[src/rtl/fwd_ctrl.sv]
// Operand-forwarding and load-use stall control for a 3-stage EX/MEM/WB tail.
// Optional macro FWD_CTRL_PERF_EN adds a saturating 16-bit stall_count output.
package Mux3Type;
    typedef enum logic [1:0] {
        DEFAULT = 2'd0,
        TOP     = 2'd1,
        BOTTOM  = 2'd2,
        ZERO    = 2'd3
    } cmd_t;
endpackage

module fwd_ctrl #(
    parameter int unsigned REG_W = 5
) (
    input  logic             clk,
    input  logic             reset,
    input  logic             issue_valid,
    output logic             issue_ready,
    input  logic [REG_W-1:0] issue_rs1,
    input  logic [REG_W-1:0] issue_rs2,
    input  logic [REG_W-1:0] issue_rd,
    input  logic             issue_we,
    input  logic             issue_load,
    input  logic             hold,
    input  logic             flush,
    output Mux3Type::cmd_t   cmd_a,
    output Mux3Type::cmd_t   cmd_b,
    output logic             stall
`ifdef FWD_CTRL_PERF_EN
    ,
    output logic [15:0]      stall_count
`endif
);

    logic             ex_valid_q, ex_valid_d, ex_we_q, ex_we_d, ex_load_q, ex_load_d;
    logic [REG_W-1:0] ex_rd_q, ex_rd_d;
    logic             mem_valid_q, mem_valid_d, mem_we_q, mem_we_d, mem_load_q, mem_load_d;
    logic [REG_W-1:0] mem_rd_q, mem_rd_d;
    Mux3Type::cmd_t   cmd_a_q, cmd_a_d, cmd_b_q, cmd_b_d;

    logic ex_writing, mem_writing, hazard, accept;

    // Youngest matching producer wins; x0 always reads as zero.
    function automatic Mux3Type::cmd_t sel_cmd(
        input logic [REG_W-1:0] rs,
        input logic             ex_wr,
        input logic [REG_W-1:0] ex_rd,
        input logic             mem_wr,
        input logic [REG_W-1:0] mem_rd
    );
        if (rs == '0)                     return Mux3Type::ZERO;
        else if (ex_wr && ex_rd == rs)    return Mux3Type::TOP;
        else if (mem_wr && mem_rd == rs)  return Mux3Type::BOTTOM;
        else                              return Mux3Type::DEFAULT;
    endfunction

    always_comb begin
        ex_writing  = ex_valid_q && ex_we_q && (ex_rd_q != '0);
        mem_writing = mem_valid_q && mem_we_q && (mem_rd_q != '0);
        hazard      = ex_writing && ex_load_q && issue_valid &&
                      ((issue_rs1 == ex_rd_q) || (issue_rs2 == ex_rd_q));
        issue_ready = !hold && !flush && !hazard;
        accept      = issue_valid && issue_ready;
        stall       = issue_valid && hazard && !hold && !flush;
    end

    always_comb begin
        ex_valid_d  = ex_valid_q;
        ex_rd_d     = ex_rd_q;
        ex_we_d     = ex_we_q;
        ex_load_d   = ex_load_q;
        mem_valid_d = mem_valid_q;
        mem_rd_d    = mem_rd_q;
        mem_we_d    = mem_we_q;
        mem_load_d  = mem_load_q;
        cmd_a_d     = cmd_a_q;
        cmd_b_d     = cmd_b_q;
        if (flush) begin
            ex_valid_d  = 1'b0;
            mem_valid_d = 1'b0;
            cmd_a_d     = Mux3Type::DEFAULT;
            cmd_b_d     = Mux3Type::DEFAULT;
        end else if (!hold) begin
            mem_valid_d = ex_valid_q;
            mem_rd_d    = ex_rd_q;
            mem_we_d    = ex_we_q;
            mem_load_d  = ex_load_q;
            ex_valid_d  = accept;
            cmd_a_d     = Mux3Type::DEFAULT;
            cmd_b_d     = Mux3Type::DEFAULT;
            if (accept) begin
                ex_rd_d   = issue_rd;
                ex_we_d   = issue_we;
                ex_load_d = issue_load;
                cmd_a_d   = sel_cmd(issue_rs1, ex_writing, ex_rd_q, mem_writing, mem_rd_q);
                cmd_b_d   = sel_cmd(issue_rs2, ex_writing, ex_rd_q, mem_writing, mem_rd_q);
            end
        end
    end

    always_ff @(posedge clk) begin
        if (reset) begin
            ex_valid_q  <= 1'b0;
            ex_rd_q     <= '0;
            ex_we_q     <= 1'b0;
            ex_load_q   <= 1'b0;
            mem_valid_q <= 1'b0;
            mem_rd_q    <= '0;
            mem_we_q    <= 1'b0;
            mem_load_q  <= 1'b0;
            cmd_a_q     <= Mux3Type::DEFAULT;
            cmd_b_q     <= Mux3Type::DEFAULT;
        end else begin
            ex_valid_q  <= ex_valid_d;
            ex_rd_q     <= ex_rd_d;
            ex_we_q     <= ex_we_d;
            ex_load_q   <= ex_load_d;
            mem_valid_q <= mem_valid_d;
            mem_rd_q    <= mem_rd_d;
            mem_we_q    <= mem_we_d;
            mem_load_q  <= mem_load_d;
            cmd_a_q     <= cmd_a_d;
            cmd_b_q     <= cmd_b_d;
        end
    end

    assign cmd_a = cmd_a_q;
    assign cmd_b = cmd_b_q;

`ifdef FWD_CTRL_PERF_EN
    logic [15:0] stall_count_q, stall_count_d;

    // Saturating count of bubble cycles.
    always_comb begin
        stall_count_d = stall_count_q;
        if (stall && stall_count_q != 16'hFFFF) begin
            stall_count_d = 16'(stall_count_q + 16'd1);
        end
    end

    always_ff @(posedge clk) begin
        if (reset) stall_count_q <= 16'd0;
        else       stall_count_q <= stall_count_d;
    end

    assign stall_count = stall_count_q;
`endif

endmodule

[config.mk]
export PLATFORM = sky130hd
export DESIGN_NAME = fwd_ctrl
export DESIGN_NICKNAME = d
export VERILOG_FILES = /design/src/rtl/fwd_ctrl.sv
export SDC_FILE = /design/constraint.sdc
export NUM_CORES = 1
export LEC_CHECK = 0
export ABC_AREA = 1
export BUFFER_PORTS_ARGS = -buffer_cell sky130_fd_sc_hd__buf_2
export CAP_MARGIN = 15
export CORE_MARGIN = 4
export CORE_UTILIZATION = 30
export DETAILED_ROUTE_END_ITERATION = 10
export GPL_TIMING_DRIVEN = 0
export HOLD_SLACK_MARGIN = 0.05
export PLACE_DENSITY = 0.55
export REMOVE_ABC_BUFFERS = 1
export SETUP_SLACK_MARGIN = 0.02
export SLEW_MARGIN = 0
export SYNTH_ARGS = -nofsm -noshare
export SYNTH_HDL_FRONTEND = slang
export SYNTH_SLANG_ARGS = --single-unit
[constraint.sdc]
create_clock -name clk -period 2.6 [get_ports clk]
set_input_delay 0.52 -clock clk [delete_from_list [all_inputs] [get_ports clk]]
set_output_delay 0.52 -clock clk [all_outputs]
set_load 0.03 [all_outputs]
==> flow_metrics.py, run 1 <==
metrics = {
    "worst_setup_path": {
        "slowest_stage": "dfxtp_1",
        "arrival_ns": 1.68,
        "critical-path-top-cell-by-count": "nand2_1",
        "cp-end-kind": "output port",
        "critPathBufInv": 2,
        "crit_chain": "inv_1 > nand2_1 > nand2_1 > nand3_1 > nand2_2 > a21oi_4 > buf_2",
        "critical-path-max-stage-delay_ns": 0.43,
        "crit_family": "flip-flops",
        "required_ns": 2.08,
        "worstSetupStartpointType": "flip-flop",
        "worstSetupPathType": "reg -> out",
        "path_max_fanout": 10,
    },
    "floorplanning": {
        "boundaryPins": 28,
        "start_util_pct": 31.2,
        "die_w_um": 73,
        "dieArea_sq_um": 5330,
        "core_region_area_sq_um": 4060,
        "core.rowCount": 23,
        "die_height_um": 73,
    },
    "layout": {
        "final_util_pct": 36.3,
        "fillers": 477,
        "diodes": 0,
        "area_growth_pct": 16.3,
        "fin_nets": 260,
        "drive_above_1_share_pct": 18.1,
        "regArea_sq_um": 380,
        "multi_input_area_sq_um": 734,
    },
    "routing": {
        "wire_per_inst_um": 10.9,
        "drc": 0,
        "via_count": 1282,
        "drt_iter0_markers": 70,
        "ant_nets": 0,
        "firstDrtPassIters": 4,
        "drt-vias-per-instance": 4.47,
        "totalWireLength_um": 3140,
    },
    "run_status": {
        "status": "finished, final reports clean",
    },
    "placement": {
        "hpwlAfterDp_um": 2490,
        "gp_congestion": 0.815,
        "io_buffers": 27,
    },
    "power": {
        "pwr-share-comb_pct": 18.0,
        "peakVddDrop_mv": 0.281,
        "swShare_pct": 29.6,
        "clkPwrFrac_pct": 33.3,
        "p_switching_mw": 0.190,
        "power.internal_mw": 0.453,
        "finalPower_mw": 0.643,
        "seqPwrFrac_pct": 48.6,
        "power_leakage_nw": 0.740,
        "power_density_nw_per_um2": 436,
    },
    "sta": {
        "hold_viol": 0,
        "max_freq_ghz": 0.454,
        "post-route-period-util_pct": 84.8,
        "finalMaxSlewViolations": 0,
        "tightest_slew_ns": 0.341,
        "rsz0062_at_grt": "false",
        "relSlewSlack_pct": 77.2,
        "finClkSkew_ns": 0.00142,
        "period_needed_ns": 2.20,
        "finalSetupTns_ns": 0,
        "setup_viol": 0,
    },
    "global_routing": {
        "grt_pass1_wl_um": 5120,
        "grt_max_degree": 15,
        "groute.usage.overall_pct": 12.3,
        "grt_pass1_vias": 1144,
        "antenna_found_initial": 0,
        "grt-ovfl-total": 0,
    },
    "clock_network": {
        "ctsHoldBuffers": 0,
        "cts_made_buffers": 3,
        "cts_tree": "done",
        "post-cts-setup-buffer-count": 0,
        "clkTransAtPathRegs_ns": 0.07,
        "cts.repair.resized": 0,
        "worstSkewPairLatency_ns": 0.26,
        "clockBufferDepth": 2,
        "root_buffer": "clkbuf_8",
        "cts.sinks": 19,
        "htree_levels": 1,
    },
    "logic_synthesis": {
        "ys_types": 26,
        "syn_area_per_cell_sq_um": 6.01,
        "syn_area_sq_um": 1270,
        "yosys_warnings": 0,
        "synth_top_area_share_pct": 30.0,
        "ys_top_cells_by_area": "dfxtp_1 (30%), nand2_1 (22%), inv_1 (8.3%), nor2_1 (7.7%), a21oi_1 (6.3%)",
        "ys_seq_elements": 19,
        "synth.largest_area_cell": "dfxtp_1",
        "ys_seq_area_share_pct": 30.0,
        "syn-instance-count": 211,
    },
    "worst_hold_path": {
        "hold_class": "reg -> reg",
    },
    "job": {
        "drv_cap": 0,
    },
}
placed cells by master (no fill, tap or decap), types with 2 or more instances in the layout:
cell / instances
xor2_1: 5
clkbuf_8: 3
buf_2: 27
nand3_2: 4
nor2_1: 26
o21ai_0: 7
inv_2: 2
inv_1: 28
nand2_2: 2
nand2_1: 74
nand3_1: 12
dfxtp_1: 19
a21oi_1: 16
logic make-up after synthesis:
group                  count (synthesis)  synth area share, %
flip-flops                            19                 30.0
AO/OA/AOI/OAI                         26                 11.5
buffers and inverters                 35                 12.0
XOR/XNOR                               6                 4.15
AND/OR/NAND/NOR                      125                 42.4
routing by layer:
| layer | routed length (um) | vias to the layer above | share of wire [%] | GRT usage (%) |
|---|---|---|---|---|
| met5 | 0 | - | 0 | 0 |
| met4 | 24 | 0 | 0.76 | 3.28 |
| met3 | 210 | 2 | 6.7 | 3.03 |
| met2 | 1340 | 29 | 43 | 18.1 |
| met1 | 1560 | 547 | 50 | 17.7 |
| li1 | - | 704 | - | - |
power by group through the flow:
| stage | sequential, mW | combinational, mW | clock, mW |
|---|---|---|---|
| 2_1_floorplan | 0.316 | 0.0715 | 0 |
| 3_3_place_gp | 0.319 | 0.117 | 0 |
| 3_5_place_dp | 0.319 | 0.117 | 0 |
| 4_1_cts | 0.312 | 0.117 | 0.228 |
| 5_1_grt | 0.315 | 0.135 | 0.234 |
| 6_report | 0.313 | 0.116 | 0.214 |
cells in the mapped netlist:
cell type / instances
a211oi_1: 1
a21oi_1: 16
a21oi_4: 1
a31oi_1: 1
and3_1: 1
buf_4: 1
buf_6: 1
clkbuf_1: 2
clkbuf_8: 1
dfxtp_1: 19
inv_1: 28
inv_2: 2
nand2_1: 74
nand2_2: 2
nand3_1: 12
nand3_2: 4
nand3b_1: 1
nand4_1: 1
nor2_1: 26
nor2_2: 1
nor2_4: 1
nor3_1: 1
o21ai_0: 7
or2_2: 1
xnor2_1: 1
xor2_1: 5
per-stage QoR:
stage               hold WS [ns]  instances  setup slack, ns  cell area, sq um
floorplan                  0.435        206            0.652              1230
global placement           0.455        283            0.399              1430
detailed placement         0.457        283            0.405              1430
CTS                        0.466        287            0.355              1470
global route               0.495        287            0.226              1470
finish                     0.462        287            0.396              1470
final cells by class:
| cell class | count | share of cell area [%] |
|---|---|---|
| multi-input cells | 157 | 49.8 |
| flip-flops and latches | 19 | 25.8 |
| repair buffers | 27 | 9.17 |
| inverters | 30 | 7.64 |
| well taps | 50 | 4.24 |
| clock buffers | 3 | 2.80 |
| clock inverters | 1 | 0.509 |
path summary, 6_finish.rpt:
path,from,endpoint,slack (ns),cells past startpoint
worst max-delay path,ex_rd_q[3]$_SDFFE_PP0P_,issue_ready,0.40,7
worst min-delay path,cmd_b[1]$_SDFFE_PP0N_,cmd_b[1]$_SDFFE_PP0N_,0.46,2
worst max register to register,ex_rd_q[2]$_SDFFE_PP0P_,cmd_b[0]$_SDFFE_PP0N_,1.04,11
worst min register to register,cmd_b[1]$_SDFFE_PP0N_,cmd_b[1]$_SDFFE_PP0N_,0.46,2
state kept, by name, summed over array words and instances (netlist names):
signal	count
mem_we_q	1
ex_rd_q	5
mem_valid_q	1
cmd_b	2
ex_we_q	1
cmd_a	2
ex_load_q	1
ex_valid_q	1
mem_rd_q	5
worst reg2reg max path, delay by kind of cell (launching register included):
| family | cells | cell delay (ns) |
|---|---|---|
| DFF | 1 | 0.45 |
| and+or+nand+nor | 10 | 0.92 |
| buffers and inverters | 1 | 0.10 |
No activity file was read; power rests on OpenSTA's default activity.
==> inputs of run 2 (changes only) <==
--- a/config.mk
+++ b/config.mk
@@ -13,7 +13,7 @@
 export DETAILED_ROUTE_END_ITERATION = 10
 export GPL_TIMING_DRIVEN = 0
 export HOLD_SLACK_MARGIN = 0.05
-export PLACE_DENSITY = 0.55
+export PLACE_DENSITY = 0.57
 export REMOVE_ABC_BUFFERS = 1
 export SETUP_SLACK_MARGIN = 0.02
 export SLEW_MARGIN = 0
==> constraint.sdc (replaced) <==
create_clock -name clk -period 1.8 [get_ports clk]
set_input_delay 0.36 -clock clk [delete_from_list [all_inputs] [get_ports clk]]
set_output_delay 0.36 -clock clk [all_outputs]
set_load 0.03 [all_outputs]
==> flow_metrics.py, run 2 (synthesis gave the netlist of run 1 again) <==
metrics = {
    "sta": {
        "rsz0062_at_grt": "true",
        "post-route-period-util_pct": 100,
        "hold_viol": 0,
        "max_freq_ghz": 0.554,
        "tightest_slew_ns": 0.340,
        "setup_slack_ns": -0.00414,
        "finalMaxSlewViolations": 0,
        "period_needed_ns": 1.80,
        "setup_viol": 2,
        "relSlewSlack_pct": 77.3,
        "finClkSkew_ns": 0.00220,
        "finalSetupTns_ns": -0.00692,
    },
    "global_routing": {
        "grt_pass1_wl_um": 5650,
        "antenna_found_initial": 0,
        "grt_pass1_vias": 1259,
        "groute.usage.overall_pct": 13.4,
        "grt_max_degree": 15,
        "grt-ovfl-total": 0,
    },
    "power": {
        "p_switching_mw": 0.293,
        "power_density_nw_per_um2": 582,
        "power.internal_mw": 0.672,
        "power_leakage_nw": 0.802,
        "swShare_pct": 30.4,
        "peakVddDrop_mv": 0.528,
        "finalPower_mw": 0.965,
        "clkPwrFrac_pct": 32.4,
        "pwr-share-comb_pct": 21.1,
        "seqPwrFrac_pct": 46.5,
    },
    "worst_setup_path": {
        "cp-end-kind": "output port",
        "arrival_ns": 1.44,
        "worstRegToRegCells": 12,
        "r2r_slack_ns": 0.28,
        "required_ns": 1.44,
        "path_max_fanout": 5,
        "reg2reg_to": "cmd_b[0]$_SDFFE_PP0N_",
        "worstSetupPathType": "reg -> out",
        "worstReg2RegStart": "ex_rd_q[2]$_SDFFE_PP0P_",
        "worstSetupStartpointType": "flip-flop",
    },
    "routing": {
        "wire_per_inst_um": 11.4,
        "drt_iter0_markers": 68,
        "drt-vias-per-instance": 4.58,
        "firstDrtPassIters": 4,
        "via_count": 1364,
        "drc": 0,
        "totalWireLength_um": 3390,
        "ant_nets": 0,
    },
    "clock_network": {
        "cts.sinks": 19,
        "cts_made_buffers": 3,
        "clkTransAtPathRegs_ns": 0.08,
        "htree_levels": 1,
        "clockBufferDepth": 2,
        "root_buffer": "clkbuf_8",
        "worstSkewPairLatency_ns": 0.26,
        "cts_tree": "done",
    },
    "floorplanning": {
        "die_w_um": 73,
        "core_region_area_sq_um": 4060,
        "die_height_um": 73,
        "start_util_pct": 31.2,
        "boundaryPins": 28,
        "dieArea_sq_um": 5330,
        "core.rowCount": 23,
    },
    "job": {
        "drv_cap": 0,
    },
    "worst_hold_path": {
        "min_from": "issue_load",
        "whs_path_depth": 3,
        "hold_class": "in -> reg",
        "hold_path_end": "ex_load_q$_SDFFE_PP0P_",
    },
    "layout": {
        "diodes": 0,
        "drive_above_1_share_pct": 33.5,
        "area_growth_pct": 30.9,
        "fin_nets": 271,
        "final_common_cell": "nand2_1",
        "final_util_pct": 40.9,
        "final_cell_mix": "nand2_1 (60), buf_2 (25), inv_1 (24), nor2_1 (21)",
        "reg.largest.list": "ex_rd_q x5, mem_rd_q x5",
    },
    "placement": {
        "io_buffers": 27,
        "pre_cts_ws_ns": -0.0672,
        "gp_congestion": 0.781,
        "hpwlAfterDp_um": 2500,
    },
    "run_status": {
        "status": "finished, violations left",
        "failed_checks": "negative setup slack",
    },
}
run 2: worst max path at each step:
stage             endpoint  slack, ns                    start
2_1_floorplan        stall       0.13  ex_rd_q[1]$_SDFFE_PP0P_
3_3_place_gp   issue_ready      -0.07                     hold
3_5_place_dp   issue_ready      -0.07                     hold
4_1_cts              stall      -0.07  ex_rd_q[1]$_SDFFE_PP0P_
5_1_grt        issue_ready      -0.08  ex_rd_q[0]$_SDFFE_PP0P_
6_report             stall     -0.004  ex_rd_q[2]$_SDFFE_PP0P_
run 2: repair_timing:
item / in CTS / in global routing
buffers inserted: 2 / 9
pin swaps: 6 / 13
resized for setup: 20 / 24
hold buffers: 0 / 0
setup endpoints to repair: 2 / 2
cloned: 0 / 0
run 2: layout make-up:
type / count / area [sq um]
Sequential cell: 19 / 399
Fill cell: 444 / 2400
Clock buffer: 3 / 41.3
Timing Repair Buffer: 38 / 234
Clock inverter: 1 / 7.51
Tap cell: 50 / 62.6
Inverter: 30 / 125
Multi-Input combinational cell: 157 / 790
run 2: metrics by stage:
| step | cell area (sq um) | hold WS (ns) | instances |
|---|---|---|---|
| 6_report | 1660 | 0.327 | 298 |
| 5_1_grt | 1660 | 0.335 | 298 |
| 4_1_cts | 1530 | 0.317 | 289 |
| 3_5_place_dp | 1430 | 0.453 | 283 |
| 3_3_place_gp | 1430 | 0.454 | 283 |
| 2_1_floorplan | 1230 | 0.429 | 206 |
run 2: worst max-delay path: stages (launching register included):
cell and delay (ns):
dfxtp_4 0.39, inv_4 0.05, nand2_2 0.05, nand2_2 0.06, nor2_2 0.13, nand3_1 0.09, nand2_2 0.10, nand2_2 0.06
nor2_2 0.10, buf_6 0.14
run 2: power groups by stage:
| stage | combinational (mW) | sequential [mW] | clock (mW) |
|---|---|---|---|
| after floorplan | 0.103 | 0.457 | 0 |
| after global routing | 0.233 | 0.452 | 0.343 |
| after CTS | 0.175 | 0.449 | 0.322 |
| after global placement | 0.167 | 0.461 | 0 |
| final | 0.204 | 0.449 | 0.312 |
| after detailed placement | 0.168 | 0.462 | 0 |
run 2: layer usage:
metal | vias up | share of wire, % | track usage, %
met5 | - | 0 | 0
met4 | 0 | 0.68 | 2.46
met3 | 2 | 5.2 | 3.44
met2 | 33 | 44 | 20.8
met1 | 602 | 50 | 19.0
li1 | 727 | - | -
